## src/rtl/alu_pkg.sv

```systemverilog
// Shared function codes, FSM state encoding and op classification for the
// ALU sequencer and its divide timer.
package alu_pkg;

  localparam logic [5:0] FN_AND  = 6'd36;
  localparam logic [5:0] FN_OR   = 6'd37;
  localparam logic [5:0] FN_ADD  = 6'd32;
  localparam logic [5:0] FN_SUB  = 6'd34;
  localparam logic [5:0] FN_SLT  = 6'd42;
  localparam logic [5:0] FN_SRL  = 6'd2;
  localparam logic [5:0] FN_DIVU = 6'd27;
  localparam logic [5:0] FN_MFHI = 6'd16;
  localparam logic [5:0] FN_MFLO = 6'd18;
  localparam logic [5:0] FN_NOP  = 6'd0;

  typedef enum logic [2:0] {
    IDLE,
    EXEC,
    DIV_WAIT,
    RD_HI,
    RD_LO,
    RESP
  } state_e;

  function automatic logic is_supported(input logic [5:0] op);
    case (op)
      FN_AND, FN_OR, FN_ADD, FN_SUB, FN_SLT, FN_SRL, FN_DIVU: is_supported = 1'b1;
      default:                                                is_supported = 1'b0;
    endcase
  endfunction

endpackage

```

## src/rtl/alu_div_timer.sv

```systemverilog
// Down-counter that holds the divide phase open for DIV_CYCLES cycles:
// load presets DIV_CYCLES-1, en decrements, done flags zero.
module alu_div_timer #(
  parameter int DIV_CYCLES = 32
) (
  input  logic clk,
  input  logic reset,
  input  logic load_i,
  input  logic en_i,
  output logic done_o
);

  localparam int CW = (DIV_CYCLES > 1) ? $clog2(DIV_CYCLES) : 1;

  logic [CW-1:0] cnt_q, cnt_d;

  always_comb begin
    cnt_d = cnt_q;
    if (load_i) begin
      cnt_d = CW'(DIV_CYCLES - 1);
    end else if (en_i && (cnt_q != '0)) begin
      cnt_d = cnt_q - CW'(1);
    end
  end

  always_ff @(posedge clk or negedge reset) begin
    if (!reset) begin
      cnt_q <= '0;
    end else begin
      cnt_q <= cnt_d;
    end
  end

  assign done_o = (cnt_q == '0);

endmodule

```

## src/rtl/alu_sequencer.sv

```systemverilog
// Sequences single operations through an external ALU: single-cycle ops,
// multi-cycle DIVU with MFHI/MFLO read-out, and rejection of unknown codes.
module alu_sequencer
  import alu_pkg::*;
#(
  parameter int DIV_CYCLES = 32
) (
  input  logic        clk,
  input  logic        reset,
  input  logic        req_valid,
  input  logic [5:0]  req_op,
  input  logic [31:0] req_a,
  input  logic [31:0] req_b,
  output logic        req_ready,
  output logic [5:0]  alu_signal,
  output logic [31:0] alu_dataA,
  output logic [31:0] alu_dataB,
  input  logic [31:0] alu_out,
  output logic        rsp_valid,
  input  logic        rsp_ready,
  output logic [31:0] rsp_lo,
  output logic [31:0] rsp_hi,
  output logic        rsp_err
);

  state_e      state_q, state_d;
  logic [5:0]  op_q, op_d;
  logic [31:0] a_q, a_d;
  logic [31:0] b_q, b_d;
  logic [31:0] lo_q, lo_d;
  logic [31:0] hi_q, hi_d;
  logic        err_q, err_d;
  logic        div_load;
  logic        div_done;

  alu_div_timer #(
    .DIV_CYCLES(DIV_CYCLES)
  ) u_div_timer (
    .clk    (clk),
    .reset  (reset),
    .load_i (div_load),
    .en_i   (state_q == DIV_WAIT),
    .done_o (div_done)
  );

  always_comb begin
    state_d    = state_q;
    op_d       = op_q;
    a_d        = a_q;
    b_d        = b_q;
    lo_d       = lo_q;
    hi_d       = hi_q;
    err_d      = err_q;
    div_load   = 1'b0;
    alu_signal = FN_NOP;
    alu_dataA  = '0;
    alu_dataB  = '0;
    case (state_q)
      IDLE: begin
        if (req_valid) begin
          op_d  = req_op;
          a_d   = req_a;
          b_d   = req_b;
          err_d = !is_supported(req_op);
          lo_d  = '0;
          hi_d  = '0;
          if (req_op == FN_DIVU) begin
            div_load = 1'b1;
            state_d  = DIV_WAIT;
          end else begin
            state_d  = EXEC;
          end
        end
      end
      EXEC: begin
        // Unsupported codes pass through EXEC only to keep the N+1 response timing.
        if (!err_q) begin
          alu_signal = op_q;
          alu_dataA  = a_q;
          alu_dataB  = b_q;
          lo_d       = alu_out;
        end else begin
          lo_d       = '0;
        end
        hi_d    = '0;
        state_d = RESP;
      end
      DIV_WAIT: begin
        alu_signal = FN_DIVU;
        alu_dataA  = a_q;
        alu_dataB  = b_q;
        if (div_done) begin
          state_d = RD_HI;
        end
      end
      RD_HI: begin
        alu_signal = FN_MFHI;
        alu_dataA  = a_q;
        alu_dataB  = b_q;
        hi_d       = alu_out;
        state_d    = RD_LO;
      end
      RD_LO: begin
        alu_signal = FN_MFLO;
        alu_dataA  = a_q;
        alu_dataB  = b_q;
        lo_d       = alu_out;
        state_d    = RESP;
      end
      RESP: begin
        if (rsp_ready) begin
          state_d = IDLE;
        end
      end
      default: state_d = IDLE;
    endcase
  end

  always_ff @(posedge clk or negedge reset) begin
    if (!reset) begin
      state_q <= IDLE;
      op_q    <= '0;
      a_q     <= '0;
      b_q     <= '0;
      lo_q    <= '0;
      hi_q    <= '0;
      err_q   <= 1'b0;
    end else begin
      state_q <= state_d;
      op_q    <= op_d;
      a_q     <= a_d;
      b_q     <= b_d;
      lo_q    <= lo_d;
      hi_q    <= hi_d;
      err_q   <= err_d;
    end
  end

  assign req_ready = (state_q == IDLE);
  assign rsp_valid = (state_q == RESP);
  assign rsp_lo    = lo_q;
  assign rsp_hi    = hi_q;
  assign rsp_err   = err_q;

endmodule
```

## config.mk

```make
export PLATFORM = sky130hd
export DESIGN_NAME = alu_sequencer
export DESIGN_NICKNAME = d
export VERILOG_FILES = /design/src/rtl/alu_pkg.sv /design/src/rtl/alu_div_timer.sv /design/src/rtl/alu_sequencer.sv
export SDC_FILE = /design/constraint.sdc
export NUM_CORES = 1
export LEC_CHECK = 0
export BUFFER_PORTS_ARGS = -buffer_cell sky130_fd_sc_hd__buf_2
export CAP_MARGIN = 20
export CORE_UTILIZATION = 33
export DETAILED_ROUTE_END_ITERATION = 8
export PLACE_DENSITY_LB_ADDON = 0.12
export SYNTH_ARGS = -nofsm -noshare
export SYNTH_HDL_FRONTEND = slang
export SYNTH_SLANG_ARGS = --single-unit
```

## constraint.sdc

```tcl
create_clock -name clk -period 2.8 [get_ports clk]
set_input_delay 0.84 -clock clk [delete_from_list [all_inputs] [get_ports clk]]
set_output_delay 0.84 -clock clk [all_outputs]
set_load 0.03 [all_outputs]
```

==> impl_metrics.yaml, run 1 <==
final_layout:
  final-seq-area_um2: 3580
  fin_area_um2: 8200
  fillers: 1614
  multi_input_comb_area_um2: 2220
  utilization_pct: 47.1
  syn_to_final_growth_pct: 38.2
  n_antenna_cell: 0
  fin_nets: 800
  drive_above_1_share_pct: 53.3
floorplan:
  die_height_um: 136
  start_util_pct: 34.1
  die_area_um2: 18500
  coreArea_um2: 17400
  rows: 48
  pin_count: 243
  die_w_um: 136
place:
  pre_cts_slack_ns: 0.341
  port_buffers: 242
  dpl.hpwl_um: 10400
  dpl_cell_area_um2: 7440
  gp_congestion: 0.774
global_route:
  grt_first_pass_wirelength_um: 23700
  grt_pass1_vias: 4580
  grt_use_total_pct: 16.7
  grt_overflow: 0
  antenna_found_initial: 0
  grt_max_degree: 67
clocking:
  path_clk_slew_ns: 0.06
  clock_latency_ns: 0.41
  numCtsBuffers: 17
  cts-htree-levels: 4
  cts_root_buf: "clkbuf_16"
  cts_tree: "done"
  cts.sink_count: 143
  cts_max_path_buffers: 2
logic_synthesis:
  synth_top_cell_by_area: "dfrtp_1"
  ys_types: 35
  syn-cell-area_um2: 5940
  synth_edf_count: 0
  yosysSeqAreaShare_pct: 60.3
  synth_fp_nets: 554
  synthArstFlopShare_pct: 100
  ys_ff_latch: 143
  ys_warn_count: 0
  synth_ff_type: "dfrtp_1"
  syn_inst: 447
  syn_avg_cell_area_um2: 13.3
  synth_area_leaders: "dfrtp_1 60%, mux2_2 13%, a22o_1 9.4%"
  yosys.area.top_type_share_pct: 60.3
timing:
  slew_headroom_pct: 73.4
  clock-skew-final_ns: 0.00586
  setup_viol: 0
  grt_setup_unrepaired: "true"
  hold_viol_final: 0
  finalWorstSetupSlack_ns: 0.0862
  finalCritPeriodShare_pct: 96.9
  fmax_mhz: 368
  drv_slew: 0
  worst_slew_pin_slew_ns: 0.397
  post-route-min-period_ns: 2.71
  setup_tns_ns: 0
pwr:
  p_total_w: 0.00974
  leakage_nw: 4.12
  vdd_drop_max_uv: 533
  power_density_nw_per_um2: 1190
worst_hold_path:
  hp-class: "in2async"
worst_setup_path:
  ff2ff_path_depth: 5
  cp.arrival_ns: 1.87
  cp_max_fo: 32
  crit_type: "reg2out"
  r2r_start: "state_q[2]"
  reg2reg_to: "a_q[0]"
  rrSetupSlack_ns: 0.75
  critPathCaptureType: "primary output"
  start_kind: "flip-flop"
  worst-endpoint-required_ns: 1.96
run_status:
  status: "completed"
route:
  drt_iter0_markers: 201
  dr_total_vias: 4485
  wire_per_inst_um: 16.2
  ant_nets: 0
  drcViolationCount: 0
  first_pass_iters: 4
  finalWirelength_um: 15100
  via_per_inst: 4.82
flow_run:
  maxCapViolCount: 0
## cells in the final DEF, fill, tap and decap left out, types with 2 or more instances in the layout
cell        count
clkbuf_4        5
nand3_1         3
a31oi_1         2
dfrtp_1       142
nor2b_2        11
o21ai_0         3
clkbuf_1        3
clkbuf_16      17
nor2_1          9
bufinv_16       4
nor2_2          2
a22o_1         64
mux2_2         70
buf_4          39
xor2_1          2
inv_1           7
nand4_1         3
clkbuf_8        2
nand2_1         9
nor2b_1        57
buf_2         208
nor3_1          4
buf_12          4
nor3b_1         2
clkinvlp_4      2
a21oi_1         7
## worst max path at each step
| stage | startpoint | endpoint | slack, ns |
|---|---|---|---|
| after floorplan | state_q[1] | alu_signal[1] | 0.19 |
| after global placement | state_q[1] | alu_dataA[8] | 0.37 |
| after detailed placement | state_q[1] | alu_dataA[8] | 0.34 |
| after CTS | rsp_err | alu_dataB[6] | 0.002 |
| after global routing | state_q[0] | alu_signal[1] | -0.03 |
| final | rsp_err | alu_dataA[26] | 0.09 |
## Yosys cell counts (2+ instances only)
| master | instances |
|---|---|
| nand2_1 | 9 |
| clkbuf_1 | 5 |
| nand3_1 | 3 |
| o21a_1 | 2 |
| nor3_1 | 4 |
| dfrtp_1 | 143 |
| a22o_1 | 64 |
| buf_2 | 16 |
| xor2_1 | 2 |
| buf_4 | 10 |
| nor3b_1 | 2 |
| nor2_1 | 11 |
| nor2b_1 | 68 |
| o21ai_0 | 3 |
| nand4_1 | 3 |
| a31oi_1 | 2 |
| mux2_2 | 70 |
| a21oi_1 | 7 |
| inv_1 | 7 |
## kinds of logic (layout without fill, tap and decap cells)
group / after synthesis / count (layout) / synth area share [%]
multiplexers: 71 / 71 / 13.4
buffers and inverters: 38 / 296 / 3.37
AND/OR/NAND/NOR: 105 / 105 / 10.4
adder cells (fa/ha/maj): 1 / 1 / 0.211
flip-flops: 143 / 143 / 60.3
AO/OA/AOI/OAI: 86 / 86 / 11.9
XOR/XNOR: 3 / 3 / 0.443
## per-layer routing
layer | routed length, um | GRT usage, %
met1 | 6610 | 21.2
met2 | 6790 | 25.4
met3 | 1480 | 6.64
met4 | 206 | 6.48
met5 | 0 | 0
## sequential cells by signal, summed over array words and instances (netlist names)
register,cells
rsp_err,1
op_q,6
state_q,3
a_q,32
rsp_lo,32
rsp_hi,32
b_q,32
u_div_timer.cnt_q,5
## stage by stage
stage,hold slack (ns),cells
floorplan,0.448,447
global placement,0.469,898
detailed placement,0.477,898
CTS,0.317,929
global route,0.321,930
finish,0.320,930
## where the power goes
part	internal, W	total [W]	leakage (nW)	switching, W
clock	0.00154	0.00238	0.297	0.000838
combinational	0.00167	0.00422	2.04	0.00255
sequential	0.00279	0.00315	1.79	0.000351
total	0.00600	0.00974	4.12	0.00374
## final cells by class
cell class	count	area share, %
flip-flops and latches	143	43.6
multi-input cells	266	27.0
well taps	225	3.43
clock inverters	9	1.92
clock buffers	22	5.66
repair buffers	258	18.0
inverters	7	0.320
## what timing repair did
action	in CTS	in global routing
endpoints found under the setup margin	61	54
pin swaps	0	0
hold buffers	0	0
resized for setup	8	66
setup buffers	0	1
## worst max-delay path: stages, from the launching register on
cell,delay [ns]
dfrtp_1,0.41
and2b_1,0.24
nor2_1,0.05
o21a_2,0.23
buf_8,0.18
nor2b_1,0.14
clkbuf_4,0.20
No activity file was read; power rests on OpenSTA's default activity.
==> run 2, diff against run 1 <==
CORE_MARGIN = 2   (was default)
GPL_ROUTABILITY_DRIVEN = 0   (was default)
==> run 2 against run 1 <==
  * Clock skew is 0.0028 ns higher
  * Clock power shrank 6%
  * Final cell count is 1.3% higher
  * Non-clock buffer count grew 7
  * Hold slack better by 0.082 ns
  * Critical path depth is the same
  * Die area up 3.0%
  * Sequential share of layout area fell by 0.30 points
  * Fmax is 1.3% lower
  * Combinational power increased by 5.2%
  * Largest power group unchanged
==> impl_metrics.yaml, run 2 (synthesis gave the netlist of run 1 again) <==
run_status:
  status: "completed"
route:
  first_pass_iters: 4
  wire_per_inst_um: 17.4
  drt_iter0_markers: 172
  via_per_inst: 4.80
  finalWirelength_um: 16400
  drcViolationCount: 0
  ant_nets: 0
  dr_total_vias: 4518
timing:
  finalCritPeriodShare_pct: 98.2
  slew_headroom_pct: 60.6
  worst_slew_pin_slew_ns: 0.591
  grt_setup_unrepaired: "true"
  setup_viol: 0
  clock-skew-final_ns: 0.00868
  hold_viol_final: 0
  holdWs_ns: 0.402
  post-route-min-period_ns: 2.75
  fmax_mhz: 364
  drv_slew: 0
final_layout:
  syn_to_final_growth_pct: 39.1
  mostFrequentLayoutCell: "buf_2"
  fin_nets: 807
  drive_above_1_share_pct: 53.9
  final_cell_mix: "209 x buf_2, 142 x dfrtp_1, 70 x mux2_2"
  instances_no_fill: 942
  n_antenna_cell: 0
worst_setup_path:
  cp.arrival_ns: 1.91
  crit_type: "reg2out"
  path_cells: "and2b_1 -> nor2_1 -> o21a_4 -> clkbuf_16 -> nor2b_1 -> buf_4"
  critPathBufInv: 2
  crit_cells: 6
  cp_max_fo: 16
  critPathSlowestCell: "dfrtp_1"
  crit_path_start: "rsp_err"
  endpoint: "alu_dataB[20]"
  reg2reg_to: "b_q[4]"
  critPathCaptureType: "primary output"
  crit_family: "simple AND/OR/NAND/NOR gates"
  rrSetupSlack_ns: 0.78
  start_kind: "flip-flop"
  ff2ff_path_depth: 5
  r2r_start: "state_q[2]"
  max_stage_delay_ns: 0.39
  worst-endpoint-required_ns: 1.96
floorplan:
  coreArea_um2: 17800
  pin_count: 243
  start_util_pct: 33.4
  die_area_um2: 19100
  die_height_um: 138
  rows: 49
  die_w_um: 138
global_route:
  grt_first_pass_wirelength_um: 25200
  grt_max_degree: 65
  grt_overflow: 0
  grt_use_total_pct: 16.5
  antenna_found_initial: 1
  grt_pass1_vias: 4601
pwr:
  power_density_nw_per_um2: 1190
  vdd_drop_max_uv: 529
  leakage_nw: 4.16
clocking:
  cts.sink_count: 143
  numCtsBuffers: 17
  cts_tree: "done"
  cts_max_path_buffers: 2
  path_clk_slew_ns: 0.06
  cts_root_buf: "clkbuf_16"
  clock_latency_ns: 0.41
  cts-htree-levels: 4
place:
  port_buffers: 242
  post-place-cells: 903
  dpl.hpwl_um: 10800
worst_hold_path:
  hp-class: "in2async"
flow_run:
  maxCapViolCount: 0
## run 2: layout make-up
cell class	count	area, um^2
fill	1705	9520
sequential	143	3580
multi-input combinational	266	2210
timing repair buffer	265	1570
clock buffer	18	439
tap	229	287
clock inverter	14	146
inverter	7	26.3
## run 2: stage by stage
| step | total power (W) | setup slack, ns | utilization, % | TNS, ns | cell area, um^2 |
|---|---|---|---|---|---|
| after floorplan | 0.00603 | 0.186 | - | 0 | 5940 |
| after global placement | 0.00721 | 0.462 | 42.0 | 0 | 7470 |
| after detailed placement | 0.00726 | 0.409 | 42.0 | 0 | 7470 |
| after CTS | 0.00957 | 0.00142 | 45.3 | 0 | 8060 |
| after global routing | 0.0104 | -0.0199 | 46.5 | -0.109 | 8260 |
| final | 0.00985 | 0.0493 | 46.5 | 0 | 8260 |
## run 2: worst register-to-register path: cells and delay by family (launching register included)
kind,cells,cell delay (ns)
multiplexers,1,0.36
flip-flops,1,0.43
AND/OR/NAND/NOR,1,0.38
buffers and inverters,3,0.73
## run 2: routing by layer
metal | vias up | GRT usage [%] | part of all wire, %
li1 | 2108 | - | -
met1 | 2222 | 21.8 | 44
met2 | 176 | 25.1 | 47
met3 | 12 | 5.85 | 8.0
met4 | 0 | 6.02 | 1.4
met5 | - | 0 | 0
## run 2: worst min-delay path by stage
stage | endpoint | cells after the start | startpoint
detailed placement | u_div_timer.cnt_q[4] | 2 | u_div_timer.cnt_q[4]
finish | rsp_lo[24] | 1 | reset
CTS | rsp_lo[24] | 1 | reset
floorplan | u_div_timer.cnt_q[4] | 2 | u_div_timer.cnt_q[4]
global placement | u_div_timer.cnt_q[4] | 2 | u_div_timer.cnt_q[4]
global route | a_q[2] | 1 | reset
## run 2: timing repair
action	CTS	global route
cloned	0	4
hold buffers	0	0
resized for setup	2	61
buffers inserted	0	3
setup endpoints to repair	22	64
endpoints found under the hold margin	0	0
## run 2: where the power goes
part	internal (W)	switching, W	total (W)
logic	0.00178	0.00266	0.00444
registers	0.00279	0.000370	0.00317
clock network	0.00128	0.000959	0.00224
==> run 3, diff against run 2 <==
CORE_UTILIZATION = 51   (was 33)
CTS_BUF_LIST = sky130_fd_sc_hd__clkbuf_2   (was default)
==> run 3 against run 2 <==
  * The flow now finishes with violations (setup timing)
  * Hold slack worse by 0.036 ns
  * Final cell count down 8.8%
  * Via count up 1.5%
  * Routed wire length down 9.5%
  * Global-route usage up 7.4 points
  * Utilization up 26 points
  * Combinational power up 5%
==> impl_metrics.yaml, run 3 (synthesis gave the netlist of run 1 again) <==
run_status:
  status: "finished with violations"
  violations: "setup timing"
global_route:
  antenna_found_initial: 0
  grt_pass1_vias: 4730
  grt_overflow: 0
  grt_use_total_pct: 23.9
  grt_first_pass_wirelength_um: 23600
  grt_max_degree: 50
timing:
  slew_headroom_pct: 68.7
  clock-skew-final_ns: 0.0260
  finalWorstSetupSlack_ns: -0.182
  post-route-min-period_ns: 2.98
  setup_viol: 71
  fmax_mhz: 335
  worst_slew_pin_slew_ns: 0.469
  holdWs_ns: 0.366
  grt_setup_unrepaired: "true"
  hold_viol_final: 0
  setup_tns_ns: -9.78
  drv_slew: 0
  finalCritPeriodShare_pct: 107
floorplan:
  die_area_um2: 12500
  die_w_um: 112
  coreArea_um2: 11400
  pin_count: 243
  start_util_pct: 52.2
  rows: 39
  die_height_um: 112
route:
  drcViolationCount: 0
  drt_iter0_markers: 289
  wl_met3_um: 1310
  wire_per_inst_um: 17.3
  top_layer: "met4"
  first_pass_iters: 4
  wl_met1_um: 6050
  ant_nets: 0
  dr_total_vias: 4586
  via_per_inst: 5.34
  finalWirelength_um: 14800
  wl_met2_um: 7240
final_layout:
  fillers: 803
  final-seq-area_um2: 3580
  drive_above_1_share_pct: 56.6
  syn_to_final_growth_pct: 38.4
  n_antenna_cell: 0
  mostFrequentLayoutCell: "buf_2"
  fin_nets: 810
  final_cell_mix: "169 x buf_2, 142 x dfrtp_1, 70 x mux2_2"
  fin_area_um2: 8210
  multi_input_comb_area_um2: 2300
worst_setup_path:
  critPathCaptureType: "primary output"
  worst-endpoint-required_ns: 1.96
  critPathBufInv: 2
  start_kind: "flip-flop"
  rrSetupSlack_ns: 0.56
  path_cells: "nor2_2 -> nand2_1 -> o21a_2 -> buf_12 -> nor2b_1 -> buf_4"
  cp.arrival_ns: 2.14
  crit_family: "flip-flops"
  max_stage_delay_ns: 0.47
  crit_type: "reg2out"
  cp_max_fo: 30
  critPathSlowestCell: "dfrtp_1"
clocking:
  clock_latency_ns: 0.70
  path_clk_slew_ns: 0.20
  cts-htree-levels: 4
  cts_root_buf: "clkbuf_2"
  cts.sink_count: 143
  cts_tree: "done"
  numCtsBuffers: 17
  cts_max_path_buffers: 2
place:
  dpl.hpwl_um: 9910
  port_buffers: 242
  dpl_cell_area_um2: 7370
flow_run:
  maxCapViolCount: 0
pwr:
  power_density_nw_per_um2: 1140
  leakage_nw: 4.14
  vdd_drop_max_uv: 700
worst_hold_path:
  hp-class: "in2reg"
[run 3: layer usage]
layer  vias to the layer above  global-route usage [%]
met3                        18                    7.89
met1                      2251                    30.6
li1                       2107                       -
met5                         -                       0
met4                         0                    8.31
met2                       210                    38.5
[run 3: final cells by class]
type | instances | area share (%)
flip-flops and latches | 143 | 43.6
multi-input cells | 266 | 28.0
repair buffers | 268 | 21.8
clock inverters | 12 | 2.91
well taps | 143 | 2.18
clock buffers | 20 | 1.22
inverters | 7 | 0.320
[run 3: worst reg2reg max path: cells and delay by family, from the launching register on]
kind	cells	cell delay, ns
flip-flops	1	0.47
multiplexers	1	0.35
buffers and inverters	5	0.84
AND/OR/NAND/NOR	1	0.46
[run 3: through the flow]
stage	utilization (%)	power (W)	setup WS [ns]	cells
CTS	70.5	0.00920	-0.207	854
global placement	64.8	0.00713	0.475	817
floorplan	-	0.00603	0.186	447
finish	72.2	0.00938	-0.182	859
global route	72.2	0.00988	-0.347	859
detailed placement	64.8	0.00721	0.448	817
[run 3: where the power goes]
group          total [W]  leakage (nW)  switching, W  internal [W]
combinational    0.00464          2.16       0.00263       0.00201
sequential       0.00317          1.79      0.000385       0.00278
clock            0.00157         0.193      0.000713      0.000860
[run 3: path summary, 6_finish.rpt]
kind,startpoint,to,depth (start not counted)
max in group asynchronous,reset,b_q[26],3
setup reg to reg,state_q[0],b_q[30],7
setup / recovery,state_q[0],alu_dataB[19],6
min in group asynchronous,reset,rsp_hi[20],2
hold reg to reg,a_q[5],a_q[5],1
hold / removal,req_b[15],b_q[15],2
[run 3: what timing repair did]
| action | CTS | global route |
|---|---|---|
| endpoints found under the hold margin | 30 | 0 |
| buffers inserted | 4 | 5 |
| pin swaps | 3 | 3 |
| hold buffers | 1 | 0 |
| resized for setup | 92 | 53 |
| endpoints found under the setup margin | 70 | 71 |
